$ cat src/rtl/otter_ifetch_if.sv
// Instruction-fetch bus bundle: PC/control inputs, instruction-memory
// request/grant/response channel, and the instruction register handshake.
interface otter_ifetch_if;
  // From PC stage / control
  logic [31:0] pc_addr;
  logic        fetch_req;
  logic        flush;
  logic        ir_ack;
  // Instruction memory channel
  logic        imem_req;
  logic [31:0] imem_addr;
  logic        imem_gnt;
  logic        imem_rvalid;
  logic [31:0] imem_rdata;
  logic        imem_err;
  // Toward decode / control
  logic [31:0] ir;
  logic [31:0] ir_addr;
  logic        ir_valid;
  logic        fetch_err;
  logic        fetch_busy;

  // Fetch unit side
  modport master (
    input  pc_addr, fetch_req, flush, ir_ack,
    output imem_req, imem_addr,
    input  imem_gnt, imem_rvalid, imem_rdata, imem_err,
    output ir, ir_addr, ir_valid, fetch_err, fetch_busy
  );

  // Environment side: control, PC stage and instruction memory
  modport slave (
    output pc_addr, fetch_req, flush, ir_ack,
    input  imem_req, imem_addr,
    output imem_gnt, imem_rvalid, imem_rdata, imem_err,
    input  ir, ir_addr, ir_valid, fetch_err, fetch_busy
  );
endinterface

$ cat src/rtl/otter_ifetch.sv
// Instruction-fetch stage: single-outstanding read on the imem bus, result
// captured into an instruction register with valid/ack toward decode.
// Supports flush, stale-response draining, bus errors and response timeout.
// Every output is a register or a decode of the state register.
module otter_ifetch #(
  parameter int unsigned TIMEOUT_CYCLES = 255
) (
  input  logic           clk,
  input  logic           rst,
  otter_ifetch_if.master bus
);

  localparam logic [2:0] S_IDLE  = 3'd0;
  localparam logic [2:0] S_REQ   = 3'd1;
  localparam logic [2:0] S_WAIT  = 3'd2;
  localparam logic [2:0] S_HOLD  = 3'd3;
  localparam logic [2:0] S_DRAIN = 3'd4;
  localparam logic [2:0] S_ERR   = 3'd5;

  // The counter value seen on the last allowed waiting cycle.
  localparam logic [15:0] TO_LAST = 16'(TIMEOUT_CYCLES - 1);

  logic [2:0]  r_state,     w_state_nxt;
  logic [15:0] r_cnt,       w_cnt_nxt;
  logic [31:0] r_imem_addr, w_imem_addr_nxt;
  logic [31:0] r_ir,        w_ir_nxt;
  logic [31:0] r_ir_addr,   w_ir_addr_nxt;
  logic        r_ir_valid,  w_ir_valid_nxt;
  logic        r_fetch_err, w_fetch_err_nxt;
  logic        w_to_hit;

  assign w_to_hit = (r_cnt == TO_LAST);

  // Next-state and register-load decode
  always_comb begin
    w_state_nxt     = r_state;
    w_cnt_nxt       = '0;
    w_imem_addr_nxt = r_imem_addr;
    w_ir_nxt        = r_ir;
    w_ir_addr_nxt   = r_ir_addr;
    w_ir_valid_nxt  = r_ir_valid;
    w_fetch_err_nxt = r_fetch_err;

    case (r_state)
      S_IDLE: begin
        if (bus.fetch_req && !bus.flush) begin
          w_state_nxt     = S_REQ;
          w_imem_addr_nxt = bus.pc_addr & 32'hFFFF_FFFC;
        end
      end

      S_REQ: begin
        if (bus.flush) begin
          // A granted request still has a response in flight to throw away.
          w_state_nxt = bus.imem_gnt ? S_DRAIN : S_IDLE;
        end else if (bus.imem_gnt) begin
          w_state_nxt = S_WAIT;
        end
      end

      S_WAIT: begin
        if (bus.flush) begin
          // A response arriving with the flush is consumed right here,
          // so nothing is left to drain.
          w_state_nxt = bus.imem_rvalid ? S_IDLE : S_DRAIN;
        end else if (bus.imem_rvalid) begin
          w_state_nxt     = S_HOLD;
          w_ir_nxt        = bus.imem_rdata;
          w_ir_addr_nxt   = r_imem_addr;
          w_fetch_err_nxt = bus.imem_err;
          w_ir_valid_nxt  = 1'b1;
        end else if (w_to_hit) begin
          w_state_nxt     = S_ERR;
          w_ir_nxt        = '0;
          w_ir_addr_nxt   = r_imem_addr;
          w_fetch_err_nxt = 1'b1;
          w_ir_valid_nxt  = 1'b1;
        end else begin
          w_cnt_nxt = r_cnt + 16'd1;
        end
      end

      S_HOLD: begin
        if (bus.flush) begin
          w_state_nxt     = S_IDLE;
          w_ir_valid_nxt  = 1'b0;
          w_fetch_err_nxt = 1'b0;
        end else if (bus.ir_ack) begin
          w_ir_valid_nxt  = 1'b0;
          w_fetch_err_nxt = 1'b0;
          if (bus.fetch_req) begin
            w_state_nxt     = S_REQ;
            w_imem_addr_nxt = bus.pc_addr & 32'hFFFF_FFFC;
          end else begin
            w_state_nxt = S_IDLE;
          end
        end
      end

      S_DRAIN: begin
        if (bus.imem_rvalid) begin
          w_state_nxt = S_IDLE;
        end else if (w_to_hit) begin
          w_state_nxt     = S_ERR;
          w_ir_nxt        = '0;
          w_ir_addr_nxt   = r_imem_addr;
          w_fetch_err_nxt = 1'b1;
          w_ir_valid_nxt  = 1'b1;
        end else begin
          w_cnt_nxt = r_cnt + 16'd1;
        end
      end

      S_ERR: begin
        w_state_nxt = S_ERR;
      end

      default: begin
        w_state_nxt     = S_IDLE;
        w_ir_valid_nxt  = 1'b0;
        w_fetch_err_nxt = 1'b0;
      end
    endcase
  end

  // State and output registers, synchronous reset
  always_ff @(posedge clk) begin
    if (rst) begin
      r_state     <= S_IDLE;
      r_cnt       <= '0;
      r_imem_addr <= '0;
      r_ir        <= '0;
      r_ir_addr   <= '0;
      r_ir_valid  <= 1'b0;
      r_fetch_err <= 1'b0;
    end else begin
      r_state     <= w_state_nxt;
      r_cnt       <= w_cnt_nxt;
      r_imem_addr <= w_imem_addr_nxt;
      r_ir        <= w_ir_nxt;
      r_ir_addr   <= w_ir_addr_nxt;
      r_ir_valid  <= w_ir_valid_nxt;
      r_fetch_err <= w_fetch_err_nxt;
    end
  end

  assign bus.imem_req   = (r_state == S_REQ);
  assign bus.imem_addr  = r_imem_addr;
  assign bus.fetch_busy = (r_state != S_IDLE);
  assign bus.ir         = r_ir;
  assign bus.ir_addr    = r_ir_addr;
  assign bus.ir_valid   = r_ir_valid;
  assign bus.fetch_err  = r_fetch_err;

endmodule
$ cat src/flat_wrapper.sv
// flat-port wrapper written by rule: the top's interface ports become plain ports
module otter_ifetch_flat 
#(
  parameter int unsigned TIMEOUT_CYCLES = 255
)
  (clk, rst, bus_pc_addr, bus_fetch_req, bus_flush, bus_ir_ack, bus_imem_req, bus_imem_addr, bus_imem_gnt, bus_imem_rvalid, bus_imem_rdata, bus_imem_err, bus_ir, bus_ir_addr, bus_ir_valid, bus_fetch_err, bus_fetch_busy);
  otter_ifetch_if bus_i ();
  input  logic clk;
  input  logic rst;
  input wire logic [$bits(bus_i.pc_addr)-1:0] bus_pc_addr;
  input wire logic [$bits(bus_i.fetch_req)-1:0] bus_fetch_req;
  input wire logic [$bits(bus_i.flush)-1:0] bus_flush;
  input wire logic [$bits(bus_i.ir_ack)-1:0] bus_ir_ack;
  output wire logic [$bits(bus_i.imem_req)-1:0] bus_imem_req;
  output wire logic [$bits(bus_i.imem_addr)-1:0] bus_imem_addr;
  input wire logic [$bits(bus_i.imem_gnt)-1:0] bus_imem_gnt;
  input wire logic [$bits(bus_i.imem_rvalid)-1:0] bus_imem_rvalid;
  input wire logic [$bits(bus_i.imem_rdata)-1:0] bus_imem_rdata;
  input wire logic [$bits(bus_i.imem_err)-1:0] bus_imem_err;
  output wire logic [$bits(bus_i.ir)-1:0] bus_ir;
  output wire logic [$bits(bus_i.ir_addr)-1:0] bus_ir_addr;
  output wire logic [$bits(bus_i.ir_valid)-1:0] bus_ir_valid;
  output wire logic [$bits(bus_i.fetch_err)-1:0] bus_fetch_err;
  output wire logic [$bits(bus_i.fetch_busy)-1:0] bus_fetch_busy;
  assign bus_i.pc_addr = bus_pc_addr;
  assign bus_i.fetch_req = bus_fetch_req;
  assign bus_i.flush = bus_flush;
  assign bus_i.ir_ack = bus_ir_ack;
  assign bus_imem_req = bus_i.imem_req;
  assign bus_imem_addr = bus_i.imem_addr;
  assign bus_i.imem_gnt = bus_imem_gnt;
  assign bus_i.imem_rvalid = bus_imem_rvalid;
  assign bus_i.imem_rdata = bus_imem_rdata;
  assign bus_i.imem_err = bus_imem_err;
  assign bus_ir = bus_i.ir;
  assign bus_ir_addr = bus_i.ir_addr;
  assign bus_ir_valid = bus_i.ir_valid;
  assign bus_fetch_err = bus_i.fetch_err;
  assign bus_fetch_busy = bus_i.fetch_busy;
  otter_ifetch #(.TIMEOUT_CYCLES(TIMEOUT_CYCLES)) u_core (.clk(clk), .rst(rst), .bus(bus_i));
endmodule
$ cat config.mk
export PLATFORM = sky130hd
export DESIGN_NAME = otter_ifetch_flat
export DESIGN_NICKNAME = d
export VERILOG_FILES = /design/src/rtl/otter_ifetch_if.sv /design/src/rtl/otter_ifetch.sv /design/src/flat_wrapper.sv
export SDC_FILE = /design/constraint.sdc
export NUM_CORES = 1
export LEC_CHECK = 0
export ABC_AREA = 1
export ABC_CLOCK_PERIOD_IN_PS = 4250
export BUFFER_PORTS_ARGS = -buffer_cell sky130_fd_sc_hd__buf_4
export CAP_MARGIN = 40
export CORE_AREA = 3 3 127 129
export CTS_BUF_LIST = sky130_fd_sc_hd__clkbuf_2 sky130_fd_sc_hd__clkbuf_4 sky130_fd_sc_hd__clkbuf_8
export DETAILED_ROUTE_END_ITERATION = 6
export DIE_AREA = 0 0 130 132
export PLACE_DENSITY_LB_ADDON = 0.3
export REMOVE_ABC_BUFFERS = 1
export SYNTH_ARGS = -nofsm -noshare
export SYNTH_HDL_FRONTEND = slang
export SYNTH_SLANG_ARGS = --single-unit
$ cat constraint.sdc
create_clock -name clk -period 4.25 [get_ports clk]
set_input_delay 0.2125 -clock clk [delete_from_list [all_inputs] [get_ports clk]]
set_output_delay 0.2125 -clock clk [all_outputs]
set_load 0.1 [all_outputs]
== Word-level counts from Yosys, hierarchy flattened ==
Index checks and enable logic that the tools add are counted.

* Equality and inequality tests: 14
* Reductions and logical operators: 11
* Bitwise operators: 1
* Mux-type cells: 44
* Add/subtract/negate cells: 1

{| class="wikitable"
|+ Operator list
! kind !! number
|-
| $mux W32 || 12
|-
| $pmux W32 S2 || 3
|-
| $mux W16 || 3
|-
| $mux W3 || 11
|-
| $pmux W16 S2 || 1
|-
| $pmux W3 S6 || 1
|-
| $add A16 B1 Y16 const B || 1
|-
| $eq A16 B8 Y1 const B || 1
|-
| $mux W1 || 11
|-
| $ne A2 B2 Y1 const B || 5
|-
| $pmux W1 S4 || 2
|-
| $eq A3 B2 Y1 const B || 2
|-
| $eq A3 B3 Y1 const B || 2
|-
| $reduce_and A3 Y1 || 2
|-
| $reduce_and A5 Y1 || 1
|-
| $reduce_and A4 Y1 || 1
|-
| $reduce_bool A2 Y1 || 2
|-
| $eq A3 B1 Y1 const B || 1
|-
| $logic_not A3 Y1 || 1
|-
| $ne A3 B2 Y1 const B || 1
|-
| $ne A3 B3 Y1 const B || 1
|-
| $reduce_bool A3 Y1 || 1
|-
| $reduce_or A3 Y1 || 1
|-
| $ne A2 B1 Y1 const B || 1
|-
| other kinds (3) || 3
|}

* Input bits: 72
* Bits in registers: 117
* Output and inout port bits: 100
* Logic and storage cells: 78

== Depth between registers and ports, before layout ==
* Depth in word-level cells: 5
* Depth in mapped cells: 11
* Gate-level depth less buffers: 11

== Least setup slack after synthesis ==
Ideal clock, no wire load.

* Path kind: reg-to-reg
* From: register u_core.r_state[1]
* To: register u_core.r_state[0]
* Path buffers: 0
* Setup time: 128 ps
* Data arrival time: 2,455 ps
* Data required time: 4,122 ps
* Period minus slack after synthesis: 2,583 ps
* Slack: 1,667 ps
* Stages on the path, launching flop included: 9
* Cells stage by stage: dfxtp_1 -> inv_1 -> nand2_1 -> nor2_1 -> nand2_1 -> o21ai_0 -> nor2_1 -> a21oi_1 -> nor2_1

* Longest elaborated chain between the ends: 3
* Elaborated cells on any way between the ends: 11
* Those cells by class: 8 x eq/ne; 1 x mux; 2 x reduce/logical

{| class="wikitable"
|+ Ends and longest elaborated chain
! element !! line !! text
|-
| from (decl) || otter_ifetch.sv:23 || <nowiki>logic [2:0] r_state, w_state_nxt;</nowiki>
|-
| from (signal assigned) || otter_ifetch.sv:137 || <nowiki>r_state <= w_state_nxt;</nowiki>
|-
| $eq A3 B1 Y1 * || - ||
|-
| net bus_imem_req || flat_wrapper.sv:14 || <nowiki>output wire logic [$bits(bus_i.imem_req)-1:0] bus_imem_req;</nowiki>
|-
| $ne A3 B2 Y1 (no source line) || - ||
|-
| $reduce_and A3 Y1 (no source line) || - ||
|}

The timed path passes the listed nets; every way through them passes the cells marked *.
A chain may end at the register's enable or synchronous reset.

== Worst setup path in the final report ==
* From: register u_core.r_cnt[0]
* To: register u_core.r_ir_addr[8] (netlist: u_core.bus.ir_addr[8])

* Longest elaborated chain between the ends: 5
* Elaborated cells on any way between the ends: 6
* Those cells by class: 1 x eq/ne; 5 x mux

{| class="wikitable"
|+ Ends and longest elaborated chain
! element !! line !! text
|-
| from (decl) || otter_ifetch.sv:24 || <nowiki>logic [15:0] r_cnt, w_cnt_nxt;</nowiki>
|-
| from (signal assigned) || otter_ifetch.sv:138 || <nowiki>r_cnt <= w_cnt_nxt;</nowiki>
|-
| $eq A16 B8 Y1 * || otter_ifetch.sv:32 || <nowiki>assign w_to_hit = (r_cnt == TO_LAST);</nowiki>
|-
| $mux W32 * || - ||
|-
| $mux W32 (2 in a row) || - ||
|-
| $pmux W32 S2 * || - ||
|-
| to (signal assigned) || otter_ifetch.sv:141 || <nowiki>r_ir_addr <= w_ir_addr_nxt;</nowiki>
|-
| to (decl) || otter_ifetch.sv:27 || <nowiki>logic [31:0] r_ir_addr, w_ir_addr_nxt;</nowiki>
|}

Mark *: on every way between the ends. The rest lies on a longest branch, timed or not. The select of a mux whose other input is x is not followed.

==> flow_metrics.tcl <==
set metrics [dict create \
    slew_viol_final 0 \
    cts_buffers 17 \
    drt_wl_total_mm 12.8 \
    path_class "flop to flop" \
    busiest_layer "met2" \
    rrSetupSlack_ps 1990 \
    initial_utilization 0.297 \
    crit_path_max_fanout 63 \
    diodes 0 \
    final.period_utilization 0.531 \
    netlist_area_um2 4500 \
    clk_latency_ps 430 \
    dieHeight_um 132 \
    pwr_density_cell_nw_per_um2 422 \
    grt_max_degree 67 \
    hold_viol_final 0 \
    antenna_left 0 \
    postSynthCellCount 592 \
    grt_use_total 0.149 \
    overflow 0 \
    grt_pass1_wl_mm 20.0 \
    final_cells 949 \
    synthArstFlopShare 0 \
    ys_ff_latch 115 \
    cp.arrival_ps 2570 \
    io_pins 172 \
    clock_skew_ps 11.3 \
    core_area_um2 15100 \
    firstDrtPassIters 4 \
    whs_endpoint "u_core.bus.ir[7]$_SDFFE_PP0P_" \
    maxCapViolations 0 \
    r2r_start "u_core.r_cnt[0]$_SDFF_PP0_" \
    startpoint "u_core.r_cnt[0]$_SDFF_PP0_" \
    tightestPinTransition_ps 763 \
    clk_pin_slew_ps 70 \
    post_cts_resized 0 \
    dieArea_um2 17200 \
    place_inst 919 \
    viasPerCell 4.54 \
    post-dp-hpwl_mm 8.43 \
    hold_start "bus_imem_rdata[7]" \
    drive_gt1_frac 0.286 \
    cts_num_sinks 115 \
    startpoint_type "flop" \
    yosys_warnings 0 \
    slew_headroom 0.491 \
    fmax_mhz 443 \
    root_buffer "clkbuf_8" \
    postCtsHoldBufs 0 \
    gr-usage-met2 0.228 \
    fin_ws_ps 1990 \
    fillers 1586 \
    postCtsSetupBuffers 0 \
    setup_viol 0 \
    hold_class "input port to flop" \
    via_count 4310 \
    core.rowCount 45 \
    endpoint_kind "flop" \
    die_w_um 130 \
    syn_avg_cell_area_um2 7.60 \
    ff2ff_path_depth 10 \
    status "finished clean" \
    rsz0062_at_grt "false" \
    drtIter0Drc 248 \
    setup_tns_ps 0 \
    ctsHtreeMaxLevel 4 \
    critical_path_required_ps 4560 \
    synthFlopType "dfxtp_1" \
    ys_types 30 \
    routedWlPerCell_um 13.5 \
    cts_tree "done" \
    clockBufferDepth 2 \
    synth_edf_count 0 \
    nets 824 \
    r2r-end "u_core.bus.ir_addr[8]$_SDFFE_PP0P_" \
    yosysSeqAreaShare 0.512 \
    peakVddDrop_v 0.000272 \
    antenna_found_initial 0 \
    place_congestion 0.800 \
    areaGrowthSynthToFinish_pct 39.3 \
    io_buffers 167 \
    use_met1 0.186 \
    grt_pass1_vias 3967 \
    drc 0 \
    fin_crit_ps 2260 \
    dpl_worst_slack_ps 1930 \
    p_leak_nw 2.63 \
    min_path_cells 3 \
    use_met3 0.0709 \
]
-- state kept, by name, summed over array words and instances, names as in the netlist --
name and cells:
u_core.bus.fetch_err 1, u_core.bus.ir_addr 32, u_core.r_state 3, u_core.bus.ir 32, u_core.bus.imem_addr 30, u_core.bus.ir_valid 1, u_core.r_cnt 16
-- Yosys cell counts, types with 2 or more instances --
cell / number / area share
nand2_2: 2 / 0.0028
buf_6: 6 / 0.015
dfxtp_1: 115 / 0.51
ha_1: 2 / 0.0056
nor3_1: 3 / 0.0033
buf_4: 9 / 0.015
nand2_1: 139 / 0.12
nor2_1: 98 / 0.082
clkbuf_1: 13 / 0.011
o21ai_1: 12 / 0.013
xnor2_1: 2 / 0.0039
inv_2: 5 / 0.0042
inv_1: 19 / 0.016
xor2_1: 5 / 0.0097
nor2_2: 2 / 0.0028
buf_2: 6 / 0.0067
nand4_1: 2 / 0.0028
o21ai_0: 25 / 0.028
nand3_1: 43 / 0.048
nor3_2: 2 / 0.0045
a21oi_1: 73 / 0.081
-- worst max-delay path by stage --
stage	cells past startpoint	endpoint	slack (ps)
2_1_floorplan	6	u_core.bus.imem_addr[13]$_SDFFE_PP0P_	1560
6_report	10	u_core.bus.ir_addr[8]$_SDFFE_PP0P_	1990
3_3_place_gp	8	u_core.bus.imem_addr[18]$_SDFFE_PP0P_	1950
3_5_place_dp	10	u_core.bus.ir_addr[20]$_SDFFE_PP0P_	1930
4_1_cts	10	u_core.bus.ir_addr[8]$_SDFFE_PP0P_	1910
5_1_grt	10	u_core.bus.ir_addr[22]$_SDFFE_PP0P_	1750
-- kinds of logic after synthesis --
family                     count (synthesis)  share of synthesized area
xor gates and xnor gates                   7                     0.0136
adders and majority gates                  2                    0.00556
and+or+nand+nor                          294                      0.268
DFF                                      115                      0.512
other                                      1                   0.000834
AOI/OAI and AO/OA                        114                      0.131
buffers and inverters                     59                     0.0690
-- metrics by stage --
step / hold slack (ps) / instance area [um^2] / power, W / utilization
detailed placement: 437 / 5850 / 0.00160 / 0.387
CTS: 2.99 / 6270 / 0.00268 / 0.414
global route: 11.7 / 6270 / 0.00275 / 0.414
global placement: 433 / 5800 / 0.00159 / 0.383
floorplan: 282 / 4290 / 0.00145 / -
finish: 35.6 / 6270 / 0.00264 / 0.414
-- placed cells by master (no fill, tap or decap), types with 5 or more instances in the layout --
cell / instances
clkbuf_8: 20
inv_2: 5
nand3_1: 43
dfxtp_1: 115
nand2_1: 139
buf_4: 170
a21oi_1: 73
xor2_1: 5
nor2_1: 98
clkbuf_4: 5
inv_1: 19
o21ai_1: 12
o21ai_0: 25
-- worst max-delay path, stage by stage, from the launching register on --
cell     delay (ps)
dfxtp_1         400
inv_1            70
ha_1            220
nand3_1          80
nor2_1           40
nand3_1         150
o21ai_2         100
nand2_4         530
inv_4           300
nor2_1          170
nor2_1           60
-- routing by layer --
layer,vias to the layer above,routed length [um]
met5,-,0
met4,0,180
met3,12,1410
met2,164,5690
met1,1915,5540
li1,2219,-
-- where the power goes --
part	total [W]	switching, W	internal (W)
clock	0.00107	0.000419	0.000652
sequential	0.00113	0.0000202	0.00111
combinational	0.000447	0.000330	0.000117
total	0.00264	0.000769	0.00187
-- cell type report --
class | count | area (um^2) | area share
flip-flops and latches | 115 | 2300 | 0.367
clock buffers | 25 | 313 | 0.0499
inverters | 25 | 96.3 | 0.0154
well taps | 188 | 235 | 0.0375
repair buffers | 172 | 1330 | 0.212
clock inverters | 5 | 100 | 0.0160
multi-input cells | 419 | 1890 | 0.301
(Power assumes the default switching activity.)
